--- src/rtl/game_pkg.sv ---
// Shared types and elaboration-time helpers for the game-flow controller:
// FSM state codes, BCD digit type, integer-to-BCD conversion and saturation value.
package game_pkg;

    typedef enum logic [2:0] {
        S_IDLE        = 3'd0,
        S_PLAY        = 3'd1,
        S_LOSE        = 3'd2,
        S_WIN         = 3'd3,
        S_SCORE_ADD   = 3'd4,
        S_LEVEL_CHECK = 3'd5,
        S_PAUSE       = 3'd6
    } state_t;

    typedef logic [3:0] bcd_digit_t;

    localparam int BCD_MAX_DIGITS = 8;
    localparam int BCD_MAX_W      = 4 * BCD_MAX_DIGITS;

    localparam logic [BCD_MAX_W-1:0] ALL_NINES = {BCD_MAX_DIGITS{4'h9}};

    // Values that do not fit in 'digits' clamp to all nines, matching score saturation.
    function automatic logic [BCD_MAX_W-1:0] to_bcd(input int value, input int digits);
        logic [BCD_MAX_W-1:0] bcd;
        int rem;
        bcd = '0;
        rem = (value < 0) ? 0 : value;
        for (int i = 0; i < BCD_MAX_DIGITS; i++) begin
            if (i < digits) begin
                bcd[4*i +: 4] = 4'(rem % 10);
                rem           = rem / 10;
            end
        end
        if (rem != 0) begin
            bcd = '0;
            for (int i = 0; i < BCD_MAX_DIGITS; i++) begin
                if (i < digits) bcd[4*i +: 4] = 4'h9;
            end
        end
        return bcd;
    endfunction

endpackage

--- src/rtl/game_flow_controller_bcd_serial_adder.sv ---
// Digit-serial BCD adder: one digit per cycle, LSB first, with a carry register.
// A carry out of the top digit saturates the result to all nines.
module bcd_serial_adder
    import game_pkg::*;
#(
    parameter int DIGITS = 3
) (
    input  logic                clk,
    input  logic                reset,
    input  logic                start,
    input  logic [4*DIGITS-1:0] addend,
    input  logic [4*DIGITS-1:0] score,
    output logic                done,
    output logic [4*DIGITS-1:0] result
);

    localparam int W  = 4 * DIGITS;
    localparam int IW = (DIGITS > 1) ? $clog2(DIGITS) : 1;

    logic          r_busy;
    logic [IW-1:0] r_idx;
    logic          r_carry;
    logic [W-1:0]  r_a;
    logic [W-1:0]  r_b;
    logic [W-1:0]  r_sum;

    logic [4:0]    w_raw;
    bcd_digit_t    w_digit;
    logic          w_carry_out;
    logic [W+3:0]  w_ext;
    logic [W-1:0]  w_sum_next;

    // NOTE: every combinational output gets a default first so no path infers a latch.
    always_comb begin
        w_digit     = '0;
        w_carry_out = 1'b0;
        w_raw       = 5'(r_a[3:0]) + 5'(r_b[3:0]) + 5'(r_carry);
        if (w_raw > 5'd9) begin
            w_digit     = 4'(w_raw - 5'd10);
            w_carry_out = 1'b1;
        end else begin
            w_digit     = w_raw[3:0];
        end
        w_ext      = {w_digit, r_sum};
        w_sum_next = w_ext[W+3:4];
    end

    assign done   = r_busy && (r_idx == IW'(DIGITS - 1));
    assign result = w_carry_out ? ALL_NINES[W-1:0] : w_sum_next;

    // NOTE: sequential state uses non-blocking assignments so all registers update together.
    always_ff @(posedge clk or posedge reset) begin
        if (reset) begin
            r_busy  <= 1'b0;
            r_idx   <= '0;
            r_carry <= 1'b0;
            r_a     <= '0;
            r_b     <= '0;
            r_sum   <= '0;
        end else if (start) begin
            r_busy  <= 1'b1;
            r_idx   <= '0;
            r_carry <= 1'b0;
            r_a     <= score;
            r_b     <= addend;
            r_sum   <= '0;
        end else if (r_busy) begin
            r_a     <= r_a >> 4;
            r_b     <= r_b >> 4;
            r_carry <= w_carry_out;
            r_sum   <= w_sum_next;
            r_idx   <= r_idx + IW'(1);
            if (done) r_busy <= 1'b0;
        end
    end

endmodule

--- src/rtl/game_flow_controller.sv ---
// Game-flow controller: shots/targets/level bookkeeping, serial BCD scoring,
// pause, per-frame hit debounce, loss detection and high score. Cheat key behaviour is enabled by GAME_CHEAT_EN.
module game_flow_controller
    import game_pkg::*;
#(
    parameter int NUM_TARGETS    = 3,
    parameter int NUM_SHOTS      = 10,
    parameter int MAX_LEVEL      = 4,
    parameter int SCORE_DIGITS   = 3,
    parameter int HIT_SCORE      = 30,
    parameter int BONUS_PER_SHOT = 1,
    localparam int SW = $clog2(NUM_SHOTS + 1),
    localparam int TW = $clog2(NUM_TARGETS + 1),
    localparam int BW = 4 * SCORE_DIGITS
) (
    input  logic          clk,
    input  logic          reset,
    input  logic          start_of_frame,
    input  logic          draw_req_projectile,
    input  logic          draw_req_border,
    input  logic          draw_req_obstacle,
    input  logic          draw_req_target,
    input  logic          shot_pulse,
    input  logic          start_key,
    input  logic          pause_key,
    input  logic          cheat_key,
    output logic          collision_any,
    output logic          collision_obstacle,
    output logic          collision_target,
    output logic          hit_pulse,
    output logic [BW-1:0] score,
    output logic [BW-1:0] high_score,
    output logic [3:0]    level,
    output logic [2:0]    screen,
    output logic          game_active,
    output logic [SW-1:0] shots_left,
    output logic [TW-1:0] targets_left,
    output logic          new_level_pulse
);

    localparam logic [BCD_MAX_W-1:0] HIT_BCD_FULL = to_bcd(HIT_SCORE, SCORE_DIGITS);
    localparam logic [BW-1:0]        HIT_BCD      = HIT_BCD_FULL[BW-1:0];

    state_t        r_state;
    state_t        w_next_state;
    logic [BW-1:0] r_score;
    logic [BW-1:0] r_high_score;
    logic [3:0]    r_level;
    logic [SW-1:0] r_shots;
    logic [TW-1:0] r_targets;
    logic          r_hit_flag;
    logic          r_pulse_flag;
    logic          r_hit_pulse;
    logic          r_new_level_pulse;
    logic          r_pause_d;
    logic          r_proj_seen;

    logic          w_pause_edge;
    logic          w_cheat_edge;
    logic          w_hit_cand;
    logic          w_pulse_fire;
    logic          w_start_game;
    logic          w_hit_accept;
    logic          w_level_up;
    logic          w_enter_end;
    logic          w_add_done;
    logic [BW-1:0] w_add_result;
    logic [BW-1:0] w_addend;
    logic [BW-1:0] w_bonus_table [NUM_SHOTS+1];

    assign collision_obstacle = draw_req_projectile & draw_req_obstacle;
    assign collision_target   = draw_req_projectile & draw_req_target;
    assign collision_any      = draw_req_projectile &
                                (draw_req_border | draw_req_obstacle | draw_req_target);

    assign w_pause_edge = pause_key & ~r_pause_d;
    // A start_of_frame on the hit cycle opens a new frame, so the hit is let through.
    assign w_hit_cand   = collision_target & (~r_hit_flag | start_of_frame);
    assign w_pulse_fire = collision_any & (~r_pulse_flag | start_of_frame);

`ifdef GAME_CHEAT_EN
    logic r_cheat_d;
    assign w_cheat_edge = cheat_key & ~r_cheat_d;

    always_ff @(posedge clk or posedge reset) begin
        if (reset) r_cheat_d <= 1'b0;
        else       r_cheat_d <= cheat_key;
    end
`else
    logic w_unused_cheat;
    assign w_unused_cheat = cheat_key;
    assign w_cheat_edge   = 1'b0;
`endif

    // Clearing-hit addends are precomputed per possible shots_left value.
    for (genvar g = 0; g <= NUM_SHOTS; g++) begin : g_bonus
        localparam logic [BCD_MAX_W-1:0] BONUS_FULL =
            to_bcd(HIT_SCORE + g * BONUS_PER_SHOT, SCORE_DIGITS);
        assign w_bonus_table[g] = BONUS_FULL[BW-1:0];
    end

    assign w_addend = (r_targets == TW'(1)) ? w_bonus_table[r_shots] : HIT_BCD;

    bcd_serial_adder #(
        .DIGITS (SCORE_DIGITS)
    ) u_adder (
        .clk    (clk),
        .reset  (reset),
        .start  (w_hit_accept),
        .addend (w_addend),
        .score  (r_score),
        .done   (w_add_done),
        .result (w_add_result)
    );

    always_ff @(posedge clk or posedge reset) begin
        if (reset) r_state <= S_IDLE;
        else       r_state <= w_next_state;
    end

    always_comb begin
        w_next_state = r_state;
        w_start_game = 1'b0;
        w_hit_accept = 1'b0;
        w_level_up   = 1'b0;
        unique case (r_state)
            S_IDLE, S_LOSE, S_WIN: begin
                if (start_key) begin
                    w_start_game = 1'b1;
                    w_next_state = S_PLAY;
                end
            end
            S_PLAY: begin
                if (w_pause_edge) begin
                    w_next_state = S_PAUSE;
                end else if (w_hit_cand) begin
                    w_hit_accept = 1'b1;
                    w_next_state = S_SCORE_ADD;
                end else if (w_cheat_edge) begin
                    if (r_level == 4'(MAX_LEVEL)) w_next_state = S_WIN;
                    else                          w_level_up   = 1'b1;
                end else if (start_of_frame && (r_shots == '0) && !r_proj_seen) begin
                    w_next_state = S_LOSE;
                end
            end
            S_SCORE_ADD: begin
                if (w_add_done) w_next_state = S_LEVEL_CHECK;
            end
            S_LEVEL_CHECK: begin
                w_next_state = S_PLAY;
                if (r_targets == '0) begin
                    if (r_level == 4'(MAX_LEVEL)) w_next_state = S_WIN;
                    else                          w_level_up   = 1'b1;
                end
            end
            S_PAUSE: begin
                if (w_pause_edge) w_next_state = S_PLAY;
            end
            default: w_next_state = S_IDLE;
        endcase
    end

    assign w_enter_end = ((w_next_state == S_LOSE) || (w_next_state == S_WIN)) &&
                         (r_state != S_LOSE) && (r_state != S_WIN);

    always_ff @(posedge clk or posedge reset) begin
        if (reset) begin
            r_score           <= '0;
            r_high_score      <= '0;
            r_level           <= '0;
            r_shots           <= '0;
            r_targets         <= '0;
            r_new_level_pulse <= 1'b0;
        end else begin
            if (w_start_game) begin
                r_score   <= '0;
                r_level   <= '0;
                r_shots   <= SW'(NUM_SHOTS);
                r_targets <= TW'(NUM_TARGETS);
            end else begin
                if ((r_state == S_PLAY) && shot_pulse && (r_shots != '0))
                    r_shots <= r_shots - SW'(1);
                if (w_hit_accept)
                    r_targets <= r_targets - TW'(1);
                if ((r_state == S_SCORE_ADD) && w_add_done)
                    r_score <= w_add_result;
                if (w_level_up) begin
                    r_level   <= r_level + 4'd1;
                    r_shots   <= SW'(NUM_SHOTS);
                    r_targets <= TW'(NUM_TARGETS);
                end
            end
            if (w_enter_end && (r_score > r_high_score))
                r_high_score <= r_score;
            r_new_level_pulse <= w_level_up;
        end
    end

    always_ff @(posedge clk or posedge reset) begin
        if (reset) begin
            r_hit_flag   <= 1'b0;
            r_pulse_flag <= 1'b0;
            r_hit_pulse  <= 1'b0;
            r_pause_d    <= 1'b0;
            r_proj_seen  <= 1'b0;
        end else begin
            if (w_hit_accept)        r_hit_flag <= 1'b1;
            else if (start_of_frame) r_hit_flag <= 1'b0;

            if (w_pulse_fire)        r_pulse_flag <= 1'b1;
            else if (start_of_frame) r_pulse_flag <= 1'b0;

            r_hit_pulse <= w_pulse_fire;
            r_pause_d   <= pause_key;
            // The start_of_frame cycle already belongs to the new frame.
            r_proj_seen <= start_of_frame ? draw_req_projectile
                                          : (r_proj_seen | draw_req_projectile);
        end
    end

    assign hit_pulse       = r_hit_pulse;
    assign score           = r_score;
    assign high_score      = r_high_score;
    assign level           = r_level;
    assign screen          = r_state;
    assign game_active     = (r_state == S_PLAY) || (r_state == S_SCORE_ADD) ||
                             (r_state == S_LEVEL_CHECK);
    assign shots_left      = r_shots;
    assign targets_left    = r_targets;
    assign new_level_pulse = r_new_level_pulse;

endmodule

--- config.mk ---
export PLATFORM = sky130hd
export DESIGN_NAME = game_flow_controller
export DESIGN_NICKNAME = d
export VERILOG_FILES = /design/src/rtl/game_pkg.sv /design/src/rtl/game_flow_controller_bcd_serial_adder.sv /design/src/rtl/game_flow_controller.sv
export SDC_FILE = /design/constraint.sdc
export NUM_CORES = 1
export LEC_CHECK = 0
export BUFFER_PORTS_ARGS = -buffer_cell sky130_fd_sc_hd__buf_4
export CORE_UTILIZATION = 48
export DETAILED_ROUTE_END_ITERATION = 10
export PLACE_DENSITY = 0.69
export SYNTH_ARGS = -nofsm -noshare
export SYNTH_HDL_FRONTEND = slang
export SYNTH_SLANG_ARGS = --single-unit
--- constraint.sdc ---
create_clock -name clk -period 4.15 [get_ports clk]
set_input_delay 0.83 -clock clk [delete_from_list [all_inputs] [get_ports clk]]
set_output_delay 0.83 -clock clk [all_outputs]
set_load 0.02 [all_outputs]
==> metrics.csv <==
stage,metric,value,unit
floorplanning,die_w,91.03,um
yosys,synth_seq_cells,73,
clock_network,ctsResizeCount,0,
clock_network,cts_htree_levels,3,
sta,max_freq,370.0,MHz
sta,hold_violations,0,
yosys,synth-edff-count,0,
yosys,synthArstFlopShare,100.0,%
sta,tightest_slew,900.1,ps
place,dpl.hpwl,5717,um
worst_setup_path,cp-start-kind,register,
final_layout,nNetsFinal,462,
power_and_ir_drop,p_switching,1.194,mW
final_layout,multiInputGateArea,1787,sq um
final_layout,syn_to_final_growth,19.47,%
route,vias,2853,
power_and_ir_drop,ir_drop,0.0003728,V
global_route,grt_max_degree,30,
worst_setup_path,critPathRequiredTime,4440,ps
worst_setup_path,worstPathArrival,2990,ps
floorplanning,fp.dieH,91.03,um
run,maxCapViolCount,0,
sta,finalClockSkew,6.105,ps
worst_setup_path,critPathMaxFanout,6,
global_route,grt_pass1_vias,2721,
clock_network,root_buffer,clkbuf_8,
global_route,antenna_found_initial,0,
yosys,synth_ff_type,dfrtp_1,
sta,tns,0,ps
place,io_buffers,52,
clock_network,cts_buffer_depth,2,
clock_network,clk_pin_slew,80,ps
worst_setup_path,cp-end-kind,register,
final_layout,seqCellArea,1827,sq um
worst_setup_path,crit_type,register to register,
power_and_ir_drop,p_sw_share,38.99,%
sta,drv_slew,0,
sta,fin_ws,1448,ps
place,gp_congestion,0.8093,
route,drt_iter0_markers,130,
outcome,status,"finished, final reports clean",
power_and_ir_drop,p_seq_share,35.1,%
power_and_ir_drop,clkPwrFrac,22.6,%
global_route,overflow,0,
yosys,ys.warnings.count,0,
yosys,ys_seq_area_share,48.01,%
clock_network,clk-insertion-delay-late,350,ps
yosys,netlist_area,3805,sq um
route,drtAntennaViolNets,0,
clock_network,cts_hold_buffers,0,
power_and_ir_drop,leakagePower,2.280,nW
place,dp.cells,516,
min_path,hold_class,register to register,
global_route,grt.total_usage,20.59,%
final_layout,fillers,681,
clock_network,cts_tree,yes,
yosys,ys_types,47,
route,drc,0,
final_layout,final_cells,532,
sta,relSlewSlack,39.53,%
yosys,synth_cells,370,
route,wirelength,7989,um
clock_network,clock_sinks,73,
sta,setup_viol,0,
power_and_ir_drop,power_frac_comb,42.4,%
clock_network,cts_buffers,9,
final_layout,diodes,0,
sta,min_period_over_period,65.12,%
floorplanning,rows,32,
sta,period_needed,2702,ps
yosys,syn_nets,407,
final_layout,drive_gt1_share,22.56,%
route,dr.pass1.iters,4,
global_route,grt_pass1_wl,13370,um
sta,rsz0062_at_grt,no,
floorplanning,coreArea,7687,sq um
floorplanning,pin_count,54,
power_and_ir_drop,p_per_area,673.6,nW/um^2
place,post-place-ws,1477,ps
floorplanning,initial_core_util,49.50,%
floorplanning,dieArea,8286,sq um
power_and_ir_drop,internal_power,1.868,mW
route,wl_per_cell,15.02,um
clock_network,cts_setup_buffers,0,
yosys,avgSynthCellArea,10.28,sq um
route,viasPerCell,5.363,
==> metrics by stage <==
step,utilization (%),hold slack [ps],power [mW],instance area [sq um]
final,59.13,458.8,3.062,4546
after global routing,59.13,478.5,3.268,4546
after CTS,59.13,456.2,3.090,4546
after detailed placement,55.89,443.0,2.381,4297
after global placement,55.89,437.8,2.346,4297
after floorplan,-,421.9,2.020,3805
==> kinds of logic (layout without fill, tap and decap cells) <==
| family | count (synthesis) | after routing | synth area share (%) |
|---|---|---|---|
| muxes | 29 | 29 | 9.010 |
| AOI/OAI and AO/OA | 78 | 78 | 12.79 |
| adders and majority gates | 26 | 26 | 8.945 |
| buffers and inverters | 46 | 106 | 5.031 |
| DFF | 73 | 73 | 48.01 |
| and+or+nand+nor | 108 | 108 | 13.91 |
| xor gates and xnor gates | 10 | 10 | 2.302 |
==> state kept, by name, indices dropped and copies added (netlist names), 2 cells and up <==
name           cells
targets_left       2
score             12
u_adder.r_sum      8
screen             3
u_adder.r_a       12
shots_left         4
u_adder.r_idx      2
u_adder.r_b        6
high_score        12
level              4
==> power groups by stage <==
stage                     Combinational (mW)  Sequential [mW]  Clock, mW
after floorplan                        0.899             1.12          0
after global placement                  1.27             1.08          0
after detailed placement                1.30             1.08          0
after CTS                               1.31             1.07      0.708
after global routing                    1.43             1.10      0.734
final                                   1.30             1.07      0.691
==> metal layers <==
metal | GRT usage (%) | part of all wire, % | vias to the layer above
met5 | 0 | 0 | -
li1 | - | - | 1374
met3 | 5.109 | 3.8 | 13
met2 | 33.40 | 47 | 60
met4 | 7.804 | 1.6 | 0
met1 | 26.59 | 47 | 1406
==> worst paths after layout <==
check / startpoint / endpoint / slack [ps] / cells after the start
min in group asynchronous: reset / high_score[9]$_DFFE_PP0P_ / 490 / 2
max in group asynchronous: reset / u_adder.r_b[1]$_DFFE_PP0P_ / 2920 / 3
setup / recovery: u_adder.r_b[0]$_DFFE_PP0P_ / u_adder.r_sum[9]$_DFFE_PP0P_ / 1450 / 12
setup reg to reg: u_adder.r_b[0]$_DFFE_PP0P_ / u_adder.r_sum[9]$_DFFE_PP0P_ / 1450 / 12
hold / removal: r_pulse_flag$_DFFE_PP0P_ / hit_pulse$_DFF_PP0_ / 460 / 1
hold reg to reg: r_pulse_flag$_DFFE_PP0P_ / hit_pulse$_DFF_PP0_ / 460 / 1
==> critical path, cell delays in order, from the launching register on <==
cell	delay, ps
dfrtp_1	420
fa_1	440
inv_1	80
fa_1	190
xor2_1	290
ha_1	250
nand2b_1	90
a31o_2	250
inv_1	130
ha_1	250
nor2_1	90
a21oi_1	50
nor2_1	100
==> cell usage after synthesis, types with 2 or more instances <==
cell	number	share of area [%]
dfrtp_1	73	48
nand2_1	35	3.5
nor2_1	35	3.5
a21oi_1	31	4.1
inv_1	31	3.1
ha_1	24	7.9
o21ai_0	21	2.8
mux2i_1	17	4.5
mux2_4	10	3.9
clkbuf_1	8	0.79
nand3_1	6	0.79
xnor2_1	6	1.4
nand2b_1	5	0.82
nand4_1	5	0.82
a22o_1	4	0.92
nor2b_1	4	0.66
nor3_1	4	0.53
xor2_1	4	0.92
a21o_1	3	0.59
buf_2	3	0.39
o211ai_1	3	0.59
o31ai_1	3	0.59
a211oi_1	2	0.39
a31o_2	2	0.46
and2_1	2	0.33
buf_6	2	0.59
fa_1	2	1.1
mux2_2	2	0.59
nand4b_1	2	0.46
nor3b_1	2	0.39
o22ai_1	2	0.33
or2_2	2	0.33
==> placed cells by master, fill, tap and decap left out, types with 3 or more instances in the layout <==
master      n
a21o_1      3
a21oi_1    31
a22o_1      4
buf_4      58
bufinv_16   3
clkbuf_8    9
dfrtp_1    73
ha_1       24
inv_1      30
mux2_4     10
mux2i_1    17
nand2_1    35
nand2b_1    5
nand3_1     6
nand4_1     5
nor2_1     35
nor2b_1     4
nor3_1      4
o211ai_1    3
o21ai_0    21
o31ai_1     3
xnor2_1     6
xor2_1      4
==> area by class of cell <==
class                           count  area share, %
Inverter                           32          2.642
Multi-Input combinational cell    251          39.31
Clock inverter                      7          2.753
Tap cell                          102          2.808
Timing Repair Buffer               58          9.579
Clock buffer                        9          2.725
Sequential cell                    73          40.19
(Power assumes the default switching activity.)
